## src/rtl/keypad_scan_ctrl.sv

```systemverilog
// keypad_scan_ctrl: column scanner for a 4x4 active-low keypad with whole-frame debounce.
// Drives one column low at a time, samples synchronized rows at the end of each dwell,
// then classifies each four-column frame as no key, one key or several keys.
// Optional feature macro: KEYPAD_AUTOREPEAT_EN (key_pulse re-fires while one key stays held).
module keypad_scan_ctrl #(
    parameter int SCAN_TICKS     = 100000,
    parameter int DEBOUNCE_SCANS = 4,
    parameter int REPEAT_SCANS   = 125
) (
    input  logic       clk,
    input  logic       rst,
    output logic [3:0] col_n,
    input  logic [3:0] row_n,
    output logic [3:0] key_code,
    output logic       key_valid,
    output logic       key_pulse,
    output logic       multi_key
);
    localparam int TW = (SCAN_TICKS > 1) ? $clog2(SCAN_TICKS) : 1;
    localparam int DW = $clog2(DEBOUNCE_SCANS + 1);
    localparam logic [TW-1:0] LAST_TICK = TW'(SCAN_TICKS - 1);
    localparam logic [DW-1:0] DEB_MAX   = DW'(DEBOUNCE_SCANS);
    // An illegal parameter set leaves the scanner idle instead of producing bogus codes.
    localparam bit CFG_OK = (SCAN_TICKS >= 4) && (DEBOUNCE_SCANS >= 1) && (REPEAT_SCANS >= 1);

    // Frame class = {kind, code}; code is zero unless exactly one key is down.
    localparam logic [1:0] K_NONE  = 2'd0;
    localparam logic [1:0] K_ONE   = 2'd1;
    localparam logic [1:0] K_MULTI = 2'd2;

    typedef enum logic {S_SCAN = 1'b0, S_EVAL = 1'b1} state_t;
    state_t r_state, w_state_next;

    logic [3:0]    r_row_meta, r_row_sync;
    logic [3:0]    w_row_hit;
    logic [TW-1:0] r_tick;
    logic [1:0]    r_col;
    logic [3:0]    r_col_n;
    logic [15:0]   r_frame;
    logic          w_last_tick, w_sample, w_eval;
    logic [4:0]    w_hits;
    logic [3:0]    w_hit_code;
    logic [5:0]    w_cls;
    logic [5:0]    r_cand, r_acc;
    logic [DW-1:0] r_stable, w_stable_next;
    logic          w_accept;
    logic [3:0]    r_key_code;
    logic          r_key_valid, r_key_pulse, r_multi_key;
`ifdef KEYPAD_AUTOREPEAT_EN
    localparam int RW = $clog2(REPEAT_SCANS + 1);
    logic [RW-1:0] r_rep;
`endif

    // Key legend; index is {column, row} with row 0 on row_n[3].
    function automatic logic [3:0] key_lut(input logic [3:0] idx);
        case (idx)
            4'h0: key_lut = 4'h1;  4'h1: key_lut = 4'h4;  4'h2: key_lut = 4'h7;  4'h3: key_lut = 4'h0;
            4'h4: key_lut = 4'h2;  4'h5: key_lut = 4'h5;  4'h6: key_lut = 4'h8;  4'h7: key_lut = 4'hF;
            4'h8: key_lut = 4'h3;  4'h9: key_lut = 4'h6;  4'hA: key_lut = 4'h9;  4'hB: key_lut = 4'hE;
            4'hC: key_lut = 4'hA;  4'hD: key_lut = 4'hB;  4'hE: key_lut = 4'hC;  default: key_lut = 4'hD;
        endcase
    endfunction

    // Two-flop synchronizer; idle (pulled-up) rows read as all ones.
    always_ff @(posedge clk) begin
        if (rst) begin
            r_row_meta <= 4'hF;
            r_row_sync <= 4'hF;
        end else begin
            r_row_meta <= row_n;
            r_row_sync <= r_row_meta;
        end
    end

    // Row r of the current column is pressed when row_n[3-r] is pulled low.
    genvar gi;
    generate
        for (gi = 0; gi < 4; gi++) begin : g_row
            assign w_row_hit[gi] = ~r_row_sync[3-gi];
        end
    endgenerate

    // FSM state register.
    always_ff @(posedge clk) begin
        if (rst) r_state <= S_SCAN;
        else     r_state <= w_state_next;
    end

    // Next state: evaluate once the last column has been sampled.
    always_comb begin
        w_state_next = r_state;
        case (r_state)
            S_SCAN:  if (w_sample && (r_col == 2'd3)) w_state_next = S_EVAL;
            default: w_state_next = S_SCAN;
        endcase
    end

    // FSM decoded controls.
    always_comb begin
        w_last_tick = (r_tick == LAST_TICK);
        w_sample    = CFG_OK && (r_state == S_SCAN) && w_last_tick;
        w_eval      = (r_state == S_EVAL);
    end

    // Dwell counter and column drive; the EVAL cycle doubles as tick 0 of column 0.
    always_ff @(posedge clk) begin
        if (rst) begin
            r_tick  <= '0;
            r_col   <= 2'd0;
            r_col_n <= 4'b0111;
        end else if (w_eval) begin
            r_tick <= TW'(1);
        end else if (w_sample) begin
            r_tick  <= '0;
            r_col   <= r_col + 2'd1;
            r_col_n <= {r_col_n[0], r_col_n[3:1]};
        end else begin
            r_tick <= r_tick + TW'(1);
        end
    end

    // Frame accumulator: one nibble per column, cleared once the frame is classified.
    always_ff @(posedge clk) begin
        if (rst) begin
            r_frame <= '0;
        end else if (w_eval) begin
            r_frame <= '0;
        end else if (w_sample) begin
            r_frame[{r_col, 2'b00} +: 4] <= w_row_hit;
        end
    end

    // Classify the completed frame by how many keys it contains.
    always_comb begin
        w_hits     = '0;
        w_hit_code = '0;
        for (int i = 0; i < 16; i++) begin
            if (r_frame[i]) begin
                w_hits     = w_hits + 5'd1;
                w_hit_code = key_lut(4'(i));
            end
        end
        if (w_hits == 5'd0)      w_cls = {K_NONE, 4'h0};
        else if (w_hits == 5'd1) w_cls = {K_ONE, w_hit_code};
        else                     w_cls = {K_MULTI, 4'h0};
    end

    // Debounce: count identical consecutive frames, accept once stable and new.
    always_comb begin
        if (w_cls == r_cand) w_stable_next = (r_stable == DEB_MAX) ? r_stable : r_stable + DW'(1);
        else                 w_stable_next = DW'(1);
        w_accept = (w_stable_next == DEB_MAX) && (w_cls != r_acc);
    end

    // Candidate, accepted state and registered outputs, updated only in EVAL.
    always_ff @(posedge clk) begin
        if (rst) begin
            r_cand      <= {K_NONE, 4'h0};
            r_stable    <= '0;
            r_acc       <= {K_NONE, 4'h0};
            r_key_code  <= 4'h0;
            r_key_valid <= 1'b0;
            r_key_pulse <= 1'b0;
            r_multi_key <= 1'b0;
`ifdef KEYPAD_AUTOREPEAT_EN
            r_rep       <= '0;
`endif
        end else begin
            r_key_pulse <= 1'b0;
            if (w_eval) begin
                r_cand   <= w_cls;
                r_stable <= w_stable_next;
                if (w_accept) begin
                    r_acc <= w_cls;
`ifdef KEYPAD_AUTOREPEAT_EN
                    r_rep <= '0;
`endif
                    case (w_cls[5:4])
                        K_ONE: begin
                            r_key_code  <= w_cls[3:0];
                            r_key_valid <= 1'b1;
                            r_multi_key <= 1'b0;
                            r_key_pulse <= 1'b1;
                        end
                        K_MULTI: begin
                            r_key_valid <= 1'b0;
                            r_multi_key <= 1'b1;
                        end
                        default: begin
                            r_key_valid <= 1'b0;
                            r_multi_key <= 1'b0;
                        end
                    endcase
                end
`ifdef KEYPAD_AUTOREPEAT_EN
                else if (r_acc[5:4] == K_ONE) begin
                    if (r_rep == RW'(REPEAT_SCANS - 1)) begin
                        r_key_pulse <= 1'b1;
                        r_rep       <= '0;
                    end else begin
                        r_rep <= r_rep + RW'(1);
                    end
                end
`endif
            end
        end
    end

    assign col_n     = r_col_n;
    assign key_code  = r_key_code;
    assign key_valid = r_key_valid;
    assign key_pulse = r_key_pulse;
    assign multi_key = r_multi_key;

endmodule

```

## config.mk

```make
export PLATFORM = sky130hd
export DESIGN_NAME = keypad_scan_ctrl
export DESIGN_NICKNAME = d
export VERILOG_FILES = /design/src/rtl/keypad_scan_ctrl.sv
export SDC_FILE = /design/constraint.sdc
export NUM_CORES = 1
export LEC_CHECK = 0
export BUFFER_PORTS_ARGS = -buffer_cell sky130_fd_sc_hd__buf_2
export CORE_MARGIN = 5
export CORE_UTILIZATION = 30
export DETAILED_ROUTE_END_ITERATION = 12
export PLACE_DENSITY = 0.46
export SYNTH_ARGS = -nofsm -noshare
export SYNTH_HDL_FRONTEND = slang
export SYNTH_SLANG_ARGS = --single-unit
```

## constraint.sdc

```tcl
create_clock -name clk -period 11.2 [get_ports clk]
set_input_delay 3.36 -clock clk [delete_from_list [all_inputs] [get_ports clk]]
set_output_delay 3.36 -clock clk [all_outputs]
set_load 0.05 [all_outputs]
```

Word level (Yosys, flattened, before mapping). Cells that the tools add are included.

Register bits after elaboration: 70. Logic and storage cells: 103.

Add/subtract/negate cells: 19. Eq/ne operators: 9. Shifts and indexed selects: 2. Multiplexer cells: 42. Bitwise gates (word level): 6. Reduce and logical (&&, ||, !) cells: 10.

Operators by type and width (count): $add A5 B1 Y5 const B (15); $mux W5 (15); $mux W4 (15); $add A17 B1 Y17 const B (1); $eq A17 B17 Y1 const B (1); $bwmux W16 (1); $shift A4 B6 Y16 const A (1); $shiftx A4 B6 Y16 (1); $mux W6 (2); $mux W1 (7); $eq A3 B3 Y1 const B (2); $eq A6 B6 Y1 (1); $mux W3 (2); $ne A6 B6 Y1 (1); $neg A4 Y6 (1); $not A1 Y1 (6); $reduce_or A3 Y1 (2); $eq A5 B1 Y1 const B (1); $logic_not A5 Y1 (1); $eq A2 B2 Y1 const B (2); $reduce_and A2 Y1 (2); $add A3 B1 Y3 const B (1); $logic_and A1 B1 Y1 (3); $reduce_and A3 Y1 (1); 3 further kinds (3).

Depth between registers and ports, before layout. Gate-level depths: netlist (run 1).

Word-level depth: 40. Mapped depth: 56.

Least setup slack after synthesis (run 1). No wires, ideal clock.

Path type: reg2reg. Start point: reg r_frame[0]. End point: reg r_key_code[2] (netlist: key_code[2]). Arrival: 9.595 ns. Required time: 11.059 ns. Setup slack: 1.464 ns. Stages on the path, launching flop included: 55. Buffers on the path: 0. Clock period less this slack: 9.736 ns. Path through: dfxtp_1 > inv_1 > ha_1 > xor2_1 > ha_1 > nand2_1 > o31ai_1 > ha_1 > nand2_1 > nand3_1 > ha_1 > and2_1 > or3_1 > ha_1 > nand2b_1 > o41ai_1 > inv_1 > ha_1 > (+19 left out) > o31ai_1 > ha_1 > mux2i_1 > inv_1 > ha_1 > nand2_1 > o21ai_0 > ha_1 > nand2_1 > nor3_1 > a21o_1 > nand2_1 > mux2_2 > a211oi_4 > nor3_2 > o32a_1 > nor3_2 > a211oi_1.

Cells in the longest elaborated chain, start to end: 39. Elaborated cells between the ends (all ways): 58. Those cells by class: add/sub: 15; eq/ne: 5; mux: 35; reduce/logical: 3.

RTL lines: start, declared (RTL line 39) `logic [15:0] r_frame;`; start signal, assigned by index (RTL line 129) `r_frame[{r_col, 2'b00} +: 4] <= w_row_hit;`; $mux W1 (RTL line 138) `if (r_frame[i]) begin`; $add A5 B1 Y5 (RTL line 139) `w_hits = w_hits + 5'd1;`; $mux W5 (RTL line 138); $add A5 B1 Y5 (RTL line 139); $mux W5 (RTL line 138); $add A5 B1 Y5 (RTL line 139); $mux W5 (RTL line 138); $add A5 B1 Y5 (RTL line 139); (+23 left out); $eq A5 B1 Y1 (RTL line 144) `else if (w_hits == 5'd1) w_cls = {K_ONE, w_hit_code};`; $mux W6 (RTL line 144); $mux W6 (*) (RTL line 143) `if (w_hits == 5'd0) w_cls = {K_NONE, 4'h0};`; $eq A6 B6 Y1 (RTL line 150) `if (w_cls == r_cand) w_stable_next = (r_stable == DEB_MAX) ? r_stable : r_stable + DW'(1);`; $mux W3 (RTL line 150); $eq A3 B3 Y1 (RTL line 152) `w_accept = (w_stable_next == DEB_MAX) && (w_cls != r_acc);`; $logic_and A1 B1 Y1 (RTL line 152); $reduce_and A3 Y1 (no source line); end signal, assigned (RTL line 180) `r_key_code <= w_cls[3:0];`; end, declared (RTL line 47) `logic [3:0] r_key_code;`.

Mark *: on every way between the ends. The rest lies on a longest branch, timed or not. A chain may end at the register's enable or synchronous reset.

Worst setup path after layout (run 1).
Start point: reg r_frame[0]. End point: reg r_key_code[1] (netlist: key_code[1]).

The elaborated chain is that of the path after synthesis.

==> out/metrics.cfg, run 1 <==
[power]
ir_drop_uv=92.1
leakage_uw=0.00221
pwr_density_cell_nw_per_um2=102

[sta]
max_slew_margin_pct=46.3
clock_skew_ns=0.00453
finalSetupViolCount=0
final_max_slew_viol_count=0
hold_slack_ns=0.402
tightest_slew_ns=0.804
layout_min_cycle_time_ns=10.42
hold_viol=0
fmax_mhz=96.0
period_share_pct=93.0
fin_tns_setup_ns=0

[cells_and_area]
layout.nets=658
n_antenna_cell=0
finalCoreUtilization_pct=34.6
finalNonFillerCells=853
drive_gt1_share_pct=13.3
syn_to_final_growth_pct=13.6
fill_cells=1761
finish.instance_area_um2=5700

[route]
wl_per_cell_um=13.5
wirelength_um=11500
vias=4301
drtAntennaViolNets=0
viasPerCell=5.04
drt_iter0_markers=206
drt_pass1_iterations=6
route.detailed.drc=0

[synthesis]
synthSimpleGateAreaFrac_pct=27.5
synth.mux.area_fraction_pct=2.92
synth_cells=622
ys_seq_elements=68
synth.net_count=652
seq_area_frac_synth_pct=27.1
ys.flop_type=dfxtp_1
syn_area_per_cell_um2=8.06
synth_top_family_by_area=simple AND/OR/NAND/NOR gates
synth-compound-area-share_pct=18.6
synth_fa_ha_area_share_pct=5.99
synth_xor_area_share_pct=13.3
yosysUniqueCellTypes=79
syn_area_um2=5010
async_flop_share_pct=0
synth_edf_count=0
synth_warnings=0

[place]
hpwl_um=8680
dp.cells=832
gp_congestion=0.823
port_buffers=16
place_area_um2=5270

[worst_setup_path]
critPathKind=reg2reg
r2r_cells=54
path_max_fanout=9
worst_path_max_delay_cell=o32a_2
worstSetupEndpointType=flip-flop
rrSetupSlack_ns=0.78
path_common_cell=ha_1
cp-start-kind=flip-flop
r2r_start=r_frame[0]
rr_endpoint=key_code[1]
cp_data_required_time_ns=11.38
cp_slowest_stage_delay_ns=0.47
arrival_ns=10.59

[min_path]
min_path_cells=1
hp-class=reg2reg
holdPathEnd=r_row_sync[0]
hp-start=r_row_meta[0]

[clocking]
cts_num_sinks=68
clock_latency_ns=0.32
cts_tree=done
clockRootBuffer=clkbuf_16
h-tree-depth=3
cts_max_path_buffers=2
path_clk_slew_ns=0.06
cts_buffers=9

[job]
max_cap_viol_count=0

[grt]
grt_pass1_vias=4106
antenna_found_initial=0
grt_pass1_wl_um=19700
grt_start_max_net_pins=37
grt_use_total_pct=11.9
grt-ovfl-total=0

[floorplanning]
fp.dieH_um=139
ios=17
row_count=47
start_util_pct=30.5
die-area_um2=19400
core-area_um2=16500
die_w_um=139

[outcome]
status=finished, final reports clean

## timing repair
action | CTS | global route
hold buffers | 0 | 0
gates resized for setup | 0 | 10
endpoints found under the hold margin | 0 | 0
endpoints found under the setup margin | 0 | 19
setup buffers | 0 | 5
## through the flow
step,total power (uW),setup slack [ns]
after global routing,603,-0.00378
after global placement,259,0.813
final,582,0.785
after CTS,592,0.279
after floorplan,257,1.46
after detailed placement,260,0.313
## per-layer routing
layer | vias to the layer above | GRT usage (%) | routed length (um)
li1 | 2225 | - | -
met1 | 2007 | 16.5 | 6010
met2 | 58 | 18.9 | 5120
met3 | 11 | 1.99 | 275
met4 | 0 | 3.60 | 129
met5 | - | 0 | 0
## worst max path at each step
stage / cells after the start / start / to
floorplan: 54 / r_frame[0] / key_code[2]
global placement: 54 / r_frame[0] / r_stable[2]
detailed placement: 54 / r_frame[0] / key_code[2]
CTS: 54 / r_frame[0] / key_code[2]
global route: 54 / r_frame[0] / key_code[1]
finish: 54 / r_frame[0] / key_code[1]
## cells in the mapped netlist (all sizes together), types with 6 or more instances
library cell / instances / area [um2]
a31oi: 7 / 43.8
a21oi: 41 / 205
o31ai: 6 / 50.1
or2: 13 / 81.3
mux2i: 9 / 90.1
nor2b: 10 / 62.6
buf: 7 / 43.8
and3: 7 / 53.8
or3: 10 / 67.6
ha: 24 / 300
xnor2: 29 / 288
xnor3: 6 / 136
nand3: 26 / 130
nor3: 34 / 190
a211oi: 10 / 100
dfxtp: 68 / 1360
nor2: 80 / 300
o21ai: 21 / 105
and2: 10 / 62.6
clkbuf: 20 / 75.1
inv: 28 / 105
xor2: 21 / 191
a211o: 8 / 70.1
nand2: 47 / 176
## power by group
group,switching [uW],internal [uW],total [uW]
Clock,98.2,229,327
Sequential,2.09,244,246
Combinational,5.03,2.70,7.73
## cells by family (layout without fill, tap and decap cells)
kind of cell / Yosys count / after routing
flops: 68 / 68
xor+xnor: 58 / 58
fa+ha+maj: 24 / 24
buf+inv: 56 / 67
compound gates: 134 / 134
mux: 13 / 13
simple gates: 269 / 269
## sequential cells by signal (all words and copies together) (netlist names), 2 cells and up
register and cells:
col_n 4, key_code 4, r_acc 5, r_cand 6
r_col 2, r_frame 16, r_row_meta 4, r_row_sync 4
r_stable 3, r_tick 17
## critical path: cells and delay by family, from the launching register on
family / cells / cell delay, ns
adders and majority gates: 14 / 4.12
AOI/OAI and AO/OA: 14 / 2.40
and+or+nand+nor: 17 / 1.97
DFF: 1 / 0.38
xor gates and xnor gates: 1 / 0.18
buffers and inverters: 5 / 0.45
muxes: 3 / 0.75
## placed cells by master, fill, tap and decap left out, types with 7 or more instances in the layout
| cell type | n |
|---|---|
| buf_2 | 16 |
| a21oi_1 | 40 |
| o21ai_0 | 18 |
| mux2i_1 | 9 |
| nor2_1 | 80 |
| xor2_1 | 20 |
| nor2b_1 | 10 |
| clkbuf_16 | 9 |
| ha_1 | 24 |
| nor3_1 | 29 |
| or3_1 | 9 |
| nand2_1 | 46 |
| inv_1 | 27 |
| a211o_1 | 7 |
| dfxtp_1 | 68 |
| a211oi_1 | 8 |
| xnor2_1 | 26 |
| and2_1 | 9 |
| or2_2 | 12 |
| nand3_1 | 26 |
| a31oi_1 | 7 |
## layout make-up
class | count | area [um2] | share of cell area, %
multi-input combinational | 498 | 3460 | 60.8
timing repair buffer | 22 | 138 | 2.41
inverter | 29 | 109 | 1.91
clock buffer | 12 | 256 | 4.50
clock inverter | 4 | 95.1 | 1.67
tap | 220 | 275 | 4.83
sequential | 68 | 1360 | 23.9
No activity file was read; power rests on OpenSTA's default activity.
==> run 2: changes to the inputs <==
--- a/config.mk
+++ b/config.mk
@@ -10,2 +10,3 @@
 export CORE_UTILIZATION = 30
+export CTS_BUF_LIST = sky130_fd_sc_hd__clkbuf_8
 export DETAILED_ROUTE_END_ITERATION = 12
==> constraint.sdc (replaced) <==
create_clock -name clk -period 11.2 [get_ports clk]
set_input_delay 0.56 -clock clk [delete_from_list [all_inputs] [get_ports clk]]
set_output_delay 0.56 -clock clk [all_outputs]
set_load 0.05 [all_outputs]
==> out/metrics.cfg, run 2 (synthesis results as in run 1) <==
[outcome]
status=finished, final reports clean

[clocking]
clockRootBuffer=clkbuf_8
cts_buffers=9
cts_tree=done
path_clk_slew_ns=0.07
h-tree-depth=3
clock_latency_ns=0.35
cts_num_sinks=68
cts_max_path_buffers=2
holdBufCountCts=0

[power]
ir_drop_uv=74.1
pwr_density_cell_nw_per_um2=89.8
leakage_uw=0.00217

[worst_setup_path]
cp_data_required_time_ns=11.40
critPathKind=reg2reg
worstSetupEndpointType=flip-flop
path_max_fanout=9
arrival_ns=10.62
cp-start-kind=flip-flop
cp_slowest_stage_delay_ns=0.47
path_common_cell=ha_1
worst_path_max_delay_cell=o32a_2

[cells_and_area]
syn_to_final_growth_pct=11.8
drive_gt1_share_pct=13.3
reg_top3=r_tick x17, r_frame x16, r_cand x6
layout.nets=658
final_common_cell=nor2_1
largest_reg_flops=17
n_antenna_cell=0
final_cell_mix=80 x nor2_1, 68 x dfxtp_1, 46 x nand2_1
regMostFlops=r_tick
finalNonFillerCells=853
finalCoreUtilization_pct=34.0

[sta]
fmax_mhz=96.0
tightest_slew_ns=0.804
finalSetupViolCount=0
max_slew_margin_pct=46.3
layout_min_cycle_time_ns=10.41
final_max_slew_viol_count=0
period_share_pct=93.0
hold_viol=0
clock_skew_ns=0.00795

[route]
vias=4298
drt_pass1_iterations=5
wirelength_um=11500
route.detailed.drc=0
viasPerCell=5.04
drtAntennaViolNets=0
drt_iter0_markers=207
wl_per_cell_um=13.5

[grt]
grt-ovfl-total=0
grt_start_max_net_pins=37
antenna_found_initial=0
grt_pass1_wl_um=19700
grt_use_total_pct=11.9
grt_pass1_vias=4091

[place]
dp.cells=832
port_buffers=16
gp_congestion=0.823
hpwl_um=8680

[floorplanning]
row_count=47
die_w_um=139
ios=17
fp.dieH_um=139
core-area_um2=16500
start_util_pct=30.5
die-area_um2=19400

[job]
max_cap_viol_count=0

[min_path]
hp-class=in2reg

## run 2: changes by cell type in the layout (fill, tap and decap cells not counted)
cell / previous run / this run
clkbuf_16: 9 / 0
clkbuf_8: 2 / 11
a21oi_2: 1 / 0
a21oi_4: 0 / 1
clkbuf_1: 1 / 0
inv_1: 27 / 28
o21ai_0: 18 / 17
o21ai_1: 3 / 4
## run 2: worst paths after layout
path,from,to,slack (ns),cells past startpoint
setup / recovery,r_frame[0],key_code[1],0.79,54
hold / removal,row_n[2],r_row_meta[2],0.39,2
setup reg to reg,r_frame[0],key_code[1],0.79,54
hold reg to reg,r_row_meta[0],r_row_sync[0],0.41,1
## run 2: worst max-delay path, delay by kind of cell, from the launching register on
kind	cells	cell delay [ns]
adder cells (fa/ha/maj)	14	4.16
AO/OA/AOI/OAI	14	2.37
AND/OR/NAND/NOR	17	1.98
multiplexers	3	0.76
buffers and inverters	5	0.46
flip-flops	1	0.38
XOR/XNOR	1	0.18
## run 2: what timing repair did
action | CTS | global route
buffers inserted | 0 | 5
gates resized for setup | 0 | 12
setup endpoints to repair | 0 | 19
## run 2: through the flow
stage	hold slack [ns]	total power, uW	setup slack, ns	cell area, um2	setup TNS [ns]
CTS	0.371	512	0.273	5520	0
detailed placement	0.397	260	0.313	5270	0
global placement	0.398	259	0.813	5270	0
floorplan	0.389	257	1.46	5010	0
finish	0.394	503	0.786	5610	0
global route	0.377	524	-0.00849	5610	-0.00849
## run 2: routing by layer
layer | GRT usage, % | routed length [um]
met1 | 16.5 | 5950
met2 | 18.8 | 5120
met3 | 2.09 | 273
met4 | 4.07 | 146
met5 | 0 | 0
## run 2: layout make-up
| type | count | area (um2) |
|---|---|---|
| clock buffer | 11 | 151 |
| inverter | 29 | 109 |
| clock inverter | 5 | 98.8 |
| fill | 1782 | 10900 |
| timing repair buffer | 22 | 138 |
| multi-input combinational | 498 | 3470 |
| sequential | 68 | 1360 |
| tap | 220 | 275 |
## run 2: where the power goes
| part | total, uW | internal [uW] | leakage (uW) | switching (uW) |
|---|---|---|---|---|
| Clock | 249 | 159 | 0.000131 | 90.4 |
| Sequential | 246 | 244 | 0.000550 | 2.10 |
| Combinational | 7.73 | 2.70 | 0.00149 | 5.03 |
| Total | 503 | 406 | 0.00217 | 97.5 |
==> run 3: changes to the inputs <==
Settings changed: ABC_AREA from default to 1, CORE_MARGIN 5 to 3.
==> out/metrics.cfg, run 3 <==
[outcome]
status=finished, final reports clean

[worst_setup_path]
worst_path_max_delay_cell=dfxtp_1
worstSetupEndpointType=flip-flop
cp_top_family=adder cells
cp_data_required_time_ns=11.42
critPathKind=reg2reg
r2r_start=r_frame[0]
path_max_fanout=12
arrival_ns=9.32
cp_num_buf_inv=7
cp_slowest_stage_delay_ns=0.36
startpoint=r_frame[0]
path_common_cell=nand2_1
cp-start-kind=flip-flop

[grt]
antenna_found_initial=0
grt-ovfl-total=0
grt_start_max_net_pins=26
grt_pass1_wl_um=19700
grt_pass1_vias=4328
grt_use_total_pct=12.9

[clocking]
path_clk_slew_ns=0.07
cts_resized=0
cts_setup_buffers=0
cts_num_sinks=68
cts_buffers=9
clockRootBuffer=clkbuf_8
holdBufCountCts=0
h-tree-depth=3
cts_tree=done
cts_max_path_buffers=2
clock_latency_ns=0.35

[synthesis]
synth.net_count=797
synth_warnings=0
ys.flop_type=dfxtp_1
synth_edf_count=0
synth_cells=767
ys_seq_elements=68
synth_area_leaders=dfxtp_1 27%, nand2_1 14%, inv_1 9.4%
syn_area_per_cell_um2=6.47
syn_area_um2=4970
synthTopCellsByCount=186 x nand2_1, 124 x inv_1, 68 x dfxtp_1
yosysUniqueCellTypes=45
seq_area_frac_synth_pct=27.4
async_flop_share_pct=0
yosysTopAreaCellShare_pct=27.4
synth_top_area_cell=dfxtp_1
synth.most_common_cell=nand2_1

[cells_and_area]
largest_reg_flops=17
reg_top3=r_tick x17, r_frame x16, r_cand x6
finish.instance_area_um2=5450
regArea_um2=1360
n_antenna_cell=0
finalNonFillerCells=1004
multiInputGateArea_um2=3060
layout.nets=813
drive_gt1_share_pct=15.4
final_cell_mix=186 x nand2_1, 126 x inv_1, 68 x dfxtp_1
finalCoreUtilization_pct=34.0
regMostFlops=r_tick
final_common_cell=nand2_1
syn_to_final_growth_pct=9.80
fill_cells=1742

[place]
hpwl_um=8740
port_buffers=16
place_area_um2=5260
dp_slack_ns=2.11
gp_congestion=0.866
dp.cells=988

[floorplanning]
fp.dieH_um=135
die-area_um2=18100
die_w_um=135
row_count=46
ios=17
start_util_pct=30.9
core-area_um2=16100

[job]
max_cap_viol_count=0

[route]
route.detailed.drc=0
drt_iter0_markers=262
drt_pass1_iterations=5
wl_per_cell_um=10.8
viasPerCell=4.58
drtAntennaViolNets=0
vias=4597
wirelength_um=10900

[sta]
fin_tns_setup_ns=0
final_max_slew_viol_count=0
layout_min_cycle_time_ns=9.09
max_slew_margin_pct=51.3
tightest_slew_ns=0.725
finalSetupViolCount=0
period_share_pct=81.2
clock_skew_ns=0.0104
rsz0062_at_grt=no
hold_viol=0
setup_slack_ns=2.11
fmax_mhz=110

[min_path]
hp-class=in2reg
hp-start=row_n[0]

[power]
pwr_density_cell_nw_per_um2=83.1
ir_drop_uv=59.1
leakage_uw=0.00276

## run 3: logic make-up (layout without fill, tap and decap cells)
group,after synthesis,count (layout),synth area share (%)
AND/OR/NAND/NOR,439,439,43.7
XOR/XNOR,8,8,1.41
adder cells (fa/ha/maj),24,24,6.05
buffers and inverters,141,162,11.0
flip-flops,68,68,27.4
AO/OA/AOI/OAI,87,87,10.5
## run 3: final cells by class
| type | count | share of cell area [%] |
|---|---|---|
| Multi-Input combinational cell | 558 | 56.1 |
| Sequential cell | 68 | 25.0 |
| Tap cell | 216 | 4.96 |
| Inverter | 130 | 8.95 |
| Clock buffer | 10 | 2.52 |
| Clock inverter | 6 | 1.03 |
| Timing Repair Buffer | 16 | 1.47 |
## run 3: worst register-to-register path: cells and delay by family, from the launching register on
kind                     cells  cell delay (ns)
flip-flops                   1             0.36
AO/OA/AOI/OAI                3             0.58
adder cells (fa/ha/maj)     14             3.80
buffers and inverters        7             0.60
AND/OR/NAND/NOR             34             3.62
## run 3: worst paths after layout
path / endpoint / cells past startpoint / slack [ns]
setup / recovery: r_acc[1] / 58 / 2.11
hold / removal: r_row_meta[0] / 2 / 0.39
setup reg to reg: r_acc[1] / 58 / 2.11
hold reg to reg: r_row_sync[2] / 1 / 0.42
## run 3: per-stage QoR
step                total power (uW)  hold WS [ns]
detailed placement               260         0.406
floorplan                        257         0.389
global placement                 259         0.402
finish                           453         0.390
global route                     473         0.387
CTS                              461         0.373
## run 3: where the power goes
part | internal (uW) | switching (uW)
combinational | 2.78 | 5.92
clock | 107 | 92.6
sequential | 244 | 1.09
total | 354 | 99.6
## run 3: metal layers
| metal | global-route usage (%) | up-vias | wire, um |
|---|---|---|---|
| li1 | - | 2504 | - |
| met2 | 21.0 | 54 | 5050 |
| met1 | 17.5 | 2031 | 5450 |
| met4 | 4.30 | 0 | 129 |
| met3 | 1.68 | 8 | 217 |
| met5 | 0 | - | 0 |
